===== src/rtl/avalon_msg_limiter_if.sv =====
// rtl/avalon_msg_limiter_if.sv - Avalon-ST style beat stream interface
interface avalon_msg_limiter_if #(
    parameter int DATA_WIDTH_IN_BYTES = 16
);
    localparam int EMPTY_W = (DATA_WIDTH_IN_BYTES <= 2) ? 1 : $clog2(DATA_WIDTH_IN_BYTES);

    logic                             valid;
    logic                             rdy;
    logic                             sop;
    logic                             eop;
    logic [DATA_WIDTH_IN_BYTES*8-1:0] data;
    logic [EMPTY_W-1:0]               empty;

    modport master (output valid, sop, eop, data, empty, input rdy);
    modport slave  (input valid, sop, eop, data, empty, output rdy);
endinterface


===== src/rtl/avalon_msg_limiter.sv =====
// rtl/avalon_msg_limiter.sv - caps framed messages at MAX_MSG_BYTES and reports emitted lengths
module avalon_msg_limiter #(
    parameter int DATA_WIDTH_IN_BYTES = 16,
    parameter int MAX_MSG_BYTES       = 1500
) (
    input  logic                               clk,
    input  logic                               rst,
    avalon_msg_limiter_if.slave                msg_in,
    avalon_msg_limiter_if.master               msg_out,
    output logic                               truncated_indi,
    output logic [$clog2(MAX_MSG_BYTES+1)-1:0] msg_len,
    output logic                               msg_len_valid
);
    localparam int W       = DATA_WIDTH_IN_BYTES;
    localparam int EMPTY_W = (W <= 2) ? 1 : $clog2(W);
    localparam int CNT_W   = $clog2(MAX_MSG_BYTES + W);
    localparam int LEN_W   = $clog2(MAX_MSG_BYTES + 1);

    localparam logic [CNT_W-1:0] W_C   = CNT_W'(W);
    localparam logic [CNT_W-1:0] MAX_C = CNT_W'(MAX_MSG_BYTES);

    typedef enum logic [1:0] {IDLE, PASS, DROP} state_t;

    state_t             state_q, state_d;
    logic [CNT_W-1:0]   cnt_q, cnt_d;

    logic               out_valid_q, out_sop_q, out_eop_q;
    logic [W*8-1:0]     out_data_q;
    logic [EMPTY_W-1:0] out_empty_q;
    logic               trunc_q, len_valid_q;
    logic [LEN_W-1:0]   len_q;

    logic               in_rdy, accept, emit, cap;
    logic [CNT_W-1:0]   base, beat_bytes, cnt_new;
    logic               nxt_sop, nxt_eop;
    logic [EMPTY_W-1:0] nxt_empty;
    logic [W*8-1:0]     nxt_data;
    logic [LEN_W-1:0]   nxt_len;

    // State and byte-count register
    always_ff @(posedge clk or negedge rst) begin
        if (!rst) begin
            state_q <= IDLE;
            cnt_q   <= '0;
        end else begin
            state_q <= state_d;
            cnt_q   <= cnt_d;
        end
    end

    // Next-state, cap decision and the beat to be loaded into the output stage
    always_comb begin
        state_d    = state_q;
        cnt_d      = cnt_q;
        emit       = 1'b0;
        // In DROP the tail is drained regardless of output backpressure.
        in_rdy     = (state_q == DROP) | !out_valid_q | msg_out.rdy;
        accept     = msg_in.valid & in_rdy;
        // A sop beat in IDLE starts a fresh count.
        base       = (state_q == IDLE) ? '0 : cnt_q;
        beat_bytes = msg_in.eop ? (W_C - CNT_W'(msg_in.empty)) : W_C;
        cnt_new    = base + beat_bytes;
        // Hitting the cap exactly without eop still truncates: more bytes would follow.
        cap        = (cnt_new > MAX_C) | ((cnt_new == MAX_C) & !msg_in.eop);

        case (state_q)
            IDLE:    emit = accept & msg_in.sop;
            PASS:    emit = accept;
            DROP:    if (accept && msg_in.eop) state_d = IDLE;
            default: state_d = IDLE;
        endcase

        if (emit) begin
            if (msg_in.eop)  state_d = IDLE;
            else if (cap)    state_d = DROP;
            else             state_d = PASS;
            cnt_d = (state_d == PASS) ? cnt_new : '0;
        end

        nxt_sop = (state_q == IDLE);
        nxt_eop = msg_in.eop | cap;
        if (cap)             nxt_empty = EMPTY_W'(W_C - (MAX_C - base));
        else if (msg_in.eop) nxt_empty = msg_in.empty;
        else                 nxt_empty = '0;

        // Bytes below empty are the unused least-significant bytes.
        nxt_data = msg_in.data;
        for (int i = 0; i < W; i++) begin
            if (i < int'(nxt_empty)) nxt_data[i*8 +: 8] = 8'h00;
        end

        nxt_len = cap ? LEN_W'(MAX_MSG_BYTES) : LEN_W'(cnt_new);
    end

    // Registered output stage plus truncation and length reporting
    always_ff @(posedge clk or negedge rst) begin
        if (!rst) begin
            out_valid_q <= 1'b0;
            out_sop_q   <= 1'b0;
            out_eop_q   <= 1'b0;
            out_data_q  <= '0;
            out_empty_q <= '0;
            trunc_q     <= 1'b0;
            len_q       <= '0;
            len_valid_q <= 1'b0;
        end else begin
            trunc_q     <= emit & cap;
            len_valid_q <= emit & nxt_eop;
            if (emit) begin
                out_valid_q <= 1'b1;
                out_sop_q   <= nxt_sop;
                out_eop_q   <= nxt_eop;
                out_data_q  <= nxt_data;
                out_empty_q <= nxt_empty;
                if (nxt_eop) len_q <= nxt_len;
            end else if (msg_out.rdy) begin
                out_valid_q <= 1'b0;
            end
        end
    end

    assign msg_in.rdy     = in_rdy;
    assign msg_out.valid  = out_valid_q;
    assign msg_out.sop    = out_sop_q;
    assign msg_out.eop    = out_eop_q;
    assign msg_out.data   = out_data_q;
    assign msg_out.empty  = out_empty_q;
    assign truncated_indi = trunc_q;
    assign msg_len        = len_q;
    assign msg_len_valid  = len_valid_q;
endmodule

===== src/flat_wrapper.sv =====
// flat-port wrapper written by rule: the top's interface ports become plain ports
module avalon_msg_limiter_flat 
#(
    parameter int DATA_WIDTH_IN_BYTES = 16,
    parameter int MAX_MSG_BYTES       = 1500
)
  (clk, rst, truncated_indi, msg_len, msg_len_valid, msg_in_valid, msg_in_sop, msg_in_eop, msg_in_data, msg_in_empty, msg_in_rdy, msg_out_valid, msg_out_sop, msg_out_eop, msg_out_data, msg_out_empty, msg_out_rdy);
  avalon_msg_limiter_if #(.DATA_WIDTH_IN_BYTES(DATA_WIDTH_IN_BYTES)) msg_in_i ();
  avalon_msg_limiter_if #(.DATA_WIDTH_IN_BYTES(DATA_WIDTH_IN_BYTES)) msg_out_i ();
  input  logic clk;
  input  logic rst;
  output logic truncated_indi;
  output logic [$clog2(MAX_MSG_BYTES+1)-1:0] msg_len;
  output logic msg_len_valid;
  input wire logic [$bits(msg_in_i.valid)-1:0] msg_in_valid;
  input wire logic [$bits(msg_in_i.sop)-1:0] msg_in_sop;
  input wire logic [$bits(msg_in_i.eop)-1:0] msg_in_eop;
  input wire logic [$bits(msg_in_i.data)-1:0] msg_in_data;
  input wire logic [$bits(msg_in_i.empty)-1:0] msg_in_empty;
  output wire logic [$bits(msg_in_i.rdy)-1:0] msg_in_rdy;
  output wire logic [$bits(msg_out_i.valid)-1:0] msg_out_valid;
  output wire logic [$bits(msg_out_i.sop)-1:0] msg_out_sop;
  output wire logic [$bits(msg_out_i.eop)-1:0] msg_out_eop;
  output wire logic [$bits(msg_out_i.data)-1:0] msg_out_data;
  output wire logic [$bits(msg_out_i.empty)-1:0] msg_out_empty;
  input wire logic [$bits(msg_out_i.rdy)-1:0] msg_out_rdy;
  assign msg_in_i.valid = msg_in_valid;
  assign msg_in_i.sop = msg_in_sop;
  assign msg_in_i.eop = msg_in_eop;
  assign msg_in_i.data = msg_in_data;
  assign msg_in_i.empty = msg_in_empty;
  assign msg_in_rdy = msg_in_i.rdy;
  assign msg_out_valid = msg_out_i.valid;
  assign msg_out_sop = msg_out_i.sop;
  assign msg_out_eop = msg_out_i.eop;
  assign msg_out_data = msg_out_i.data;
  assign msg_out_empty = msg_out_i.empty;
  assign msg_out_i.rdy = msg_out_rdy;
  avalon_msg_limiter #(.DATA_WIDTH_IN_BYTES(DATA_WIDTH_IN_BYTES), .MAX_MSG_BYTES(MAX_MSG_BYTES)) u_core (.clk(clk), .rst(rst), .msg_in(msg_in_i), .msg_out(msg_out_i), .truncated_indi(truncated_indi), .msg_len(msg_len), .msg_len_valid(msg_len_valid));
endmodule

===== config.mk =====
export PLATFORM = sky130hd
export DESIGN_NAME = avalon_msg_limiter_flat
export DESIGN_NICKNAME = d
export VERILOG_FILES = /design/src/rtl/avalon_msg_limiter_if.sv /design/src/rtl/avalon_msg_limiter.sv /design/src/flat_wrapper.sv
export SDC_FILE = /design/constraint.sdc
export NUM_CORES = 1
export LEC_CHECK = 0
export ABC_CLOCK_PERIOD_IN_PS = 4200
export BUFFER_PORTS_ARGS = -buffer_cell sky130_fd_sc_hd__buf_2
export CORE_UTILIZATION = 44
export DETAILED_ROUTE_END_ITERATION = 6
export GPL_ROUTABILITY_DRIVEN = 0
export GPL_TIMING_DRIVEN = 0
export PLACE_DENSITY = 0.86
export SYNTH_ARGS = -nofsm -noshare
export SYNTH_HDL_FRONTEND = slang
export SYNTH_SLANG_ARGS = --single-unit

===== constraint.sdc =====
create_clock -name clk -period 4.2 [get_ports clk]
set_input_delay 1.26 -clock clk [delete_from_list [all_inputs] [get_ports clk]]
set_output_delay 1.26 -clock clk [all_outputs]
set_load 0.01 [all_outputs]

==> impl_metrics.csv <==
group,metric,value,unit
pwr,switching_share,0.325,
logic_synthesis,synth_edf_count,0,
route,wl,21900,um
timing,finalCriticalPeriod,4.18,ns
logic_synthesis,synth_nets,868,
logic_synthesis,syn_area,7360,um2
clocking,cts-root-buf,"clkbuf_16",
place,io_buffers,284,
setup_path,cp_data_required_time,4.48,ns
timing,finClkSkew,0.0125,ns
timing,fin_hold_ws,0.477,ns
logic_synthesis,async_flop_share,1.00,
clocking,cts_tree,"yes",
timing,rsz0062_at_grt,"true",
timing,period_share,0.995,
route,route.layer.met1.wl,9030,um
logic_synthesis,synth_flop_cell,"dfrtp_1",
timing,relSlewSlack,0.464,
clocking,cts.htree.levels,4,
floorplan,fp.coreArea,16100,um2
timing,setup_violations,0,
min_path,hold_path.class,"reg -> reg",
clocking,clockBufferDepth,2,
timing,tightest_slew,0.803,ns
clocking,clkLatencyLatePin,0.43,ns
route,met2WireLength,10900,um
route,route.met3.wl,1470,um
cells_and_area,multi_input_area,3350,um2
grt,globalRouteOverflowTotal,0,
pwr,clock_power_share,0.311,
clocking,cts_buffers,17,
pwr,p_comb_frac,0.284,
grt,grt_pass1_wl,35100,um
pwr,p_seq_frac,0.406,
floorplan,dieArea,17200,um2
floorplan,die_x,131,um
logic_synthesis,synth_common_cells,"nand2_1 (166), dfrtp_1 (161), o21ai_0 (72)",
route,drtIter0Drc,336,
cells_and_area,instances_no_fill,1268,
setup_path,worst_setup_path_start_kind,"input port",
grt,grt_max_degree,84,
timing,drv_slew,0,
setup_path,criticalPathCategory,"in -> reg",
cells_and_area,final_net_count,1183,
cells_and_area,seqCellArea,4030,um2
place,dpl.hpwl,16200,um
cells_and_area,area_growth,40.9,%
logic_synthesis,avgSynthCellArea,10.2,um2
pwr,p_sw,1730,uW
logic_synthesis,yosysTopAreaCellShare,0.548,
clocking,clock-sinks,161,
flow_run,max_cap_viol_count,0,
grt,grt_pass1_vias,6818,
pwr,internal-power,3590,uW
floorplan,placementRows,46,
grt,grt_antenna_before_repair,1,
setup_path,end_kind,"register",
status,status,"complete, no violations",
logic_synthesis,synth_cells,723,
route,vias,6772,
setup_path,path_max_fanout,10,
pwr,p_per_area,513,nW/um2
route,post_drt_wl_per_cell,17.3,um
route,first_pass_iters,7,
timing,finalHoldViolCount,0,
place,dp_worst_setup_slack,-0.699,ns
logic_synthesis,synthTopCellsByArea,"dfrtp_1 (55%), nand2_1 (8.5%), o21ai_0 (4.9%)",
logic_synthesis,synth.distinct_cells,54,
cells_and_area,fillers,1248,
logic_synthesis,yosysSeqAreaShare,0.548,
route,drtAntennaViolNets,0,
logic_synthesis,ys_warn_count,0,
timing,fin_ws,0.0228,ns
logic_synthesis,ys_ff_latch,161,
route,drc,0,
route,topRoutingLayerUsed,"met4",
place,dp.cells,1224,
cells_and_area,drive_gt1_frac,0.400,
timing,max_freq,0.239,GHz
pwr,max-vdd-ir-drop,0.345,mV
pwr,leakagePower,0.00524,uW
clocking,path_clk_slew,0.06,ns
logic_synthesis,synth.most_common_cell,"nand2_1",
route,vias_per_cell,5.34,
floorplan,io_pins,287,
floorplan,die_y,131,um
timing,tns,0,ns
setup_path,cp.arrival,4.46,ns
grt,grtUsageTotal,0.261,
floorplan,initial_core_util,0.457,
logic_synthesis,synth_largest_area_cell,"dfrtp_1",
==> cell type report <==
type,count,share of cell area
flip-flops and latches,161,0.389
multi-input cells,491,0.324
repair buffers,299,0.160
clock buffers,20,0.0450
plain buffers,39,0.0297
well taps,216,0.0261
clock inverters,12,0.0164
inverters,29,0.0105
diodes,1,0.000241
==> worst max-delay path, stage by stage <==
cell       delay [ns]
buf_4            0.10
clkbuf_16        0.15
inv_2            0.05
ha_4             0.24
and2_4           0.13
inv_2            0.03
fa_2             0.36
nand2b_4         0.18
a21oi_4          0.21
o2111ai_2        0.21
xnor2_2          0.32
a31oi_4          0.14
nor2_4           0.29
buf_8            0.23
mux2i_4          0.38
o21ai_0          0.15
==> stage by stage <==
step                      power (uW)  instance area, um2  utilization
after CTS                       5350               10200        0.635
after detailed placement        3670                9430        0.585
after global routing            5620               10400        0.643
final                           5320               10400        0.643
after floorplan                 2960                7700            -
after global placement          3610                9390        0.583
==> registers in the layout, indices dropped and copies added, names as in the netlist <==
signal and flops:
u_core.cnt_q 11, u_core.msg_len 11, u_core.msg_len_valid 1, u_core.msg_out.data 128
u_core.msg_out.empty 4, u_core.msg_out.eop 1, u_core.msg_out.sop 1, u_core.msg_out.valid 1
u_core.state_q 2, u_core.truncated_indi 1
==> what timing repair did <==
item                                   4_1_cts  5_1_grt
gates cloned                                 0        1
resized for setup                           16       16
hold buffers                                 0        0
pin swaps                                    4       11
buffers inserted                             6        7
setup endpoints to repair                  148      133
endpoints found under the hold margin        0        0
==> cells in the final DEF (no fill, tap or decap), types with 9 or more instances in the layout <==
master / instances
a21oi_1: 28
nand2_1: 163
o21ai_0: 65
clkbuf_1: 22
buf_2: 284
clkbuf_16: 21
o31ai_2: 9
nor2_1: 18
a22o_1: 27
mux2i_4: 12
inv_1: 26
nand3_1: 14
mux2i_1: 26
a32o_1: 9
dfrtp_1: 161
buf_4: 12
==> final timing paths <==
check / start / end / slack [ns] / cells after the start
worst max-delay path: msg_in_empty[1] / u_core.msg_out.data[111]$_DFFE_PN0P_ / 0.02 / 16
min in group asynchronous: rst / u_core.msg_out.data[124]$_DFFE_PN0P_ / 0.85 / 1
worst max register to register: u_core.state_q[0]$_DFFE_PN0P_ / u_core.msg_out.data[111]$_DFFE_PN0P_ / 0.15 / 17
worst min-delay path: u_core.msg_out.data[106]$_DFFE_PN0P_ / u_core.msg_out.data[106]$_DFFE_PN0P_ / 0.48 / 2
max in group asynchronous: rst / u_core.msg_out.data[58]$_DFFE_PN0P_ / 2.48 / 2
worst min register to register: u_core.msg_out.data[106]$_DFFE_PN0P_ / u_core.msg_out.data[106]$_DFFE_PN0P_ / 0.48 / 2
==> power groups by stage <==
stage / Combinational, uW / Sequential (uW) / Clock, uW
floorplan: 608 / 2360 / 0
global placement: 1450 / 2160 / 0
detailed placement: 1490 / 2180 / 0
CTS: 1510 / 2160 / 1680
global route: 1650 / 2210 / 1750
finish: 1510 / 2160 / 1650
==> cells by family after synthesis <==
group / synth area share
AND/OR/NAND/NOR: 0.140
AO/OA/AOI/OAI: 0.173
flip-flops: 0.548
buffers and inverters: 0.0410
multiplexers: 0.0716
XOR/XNOR: 0.0131
adder cells (fa/ha/maj): 0.0129
==> routing by layer <==
| layer | global-route usage | up-vias |
|---|---|---|
| li1 | - | 3147 |
| met4 | 0.110 | 0 |
| met3 | 0.0598 | 37 |
| met2 | 0.441 | 319 |
| met1 | 0.320 | 3269 |
| met5 | 0 | - |
(Power assumes the default switching activity.)
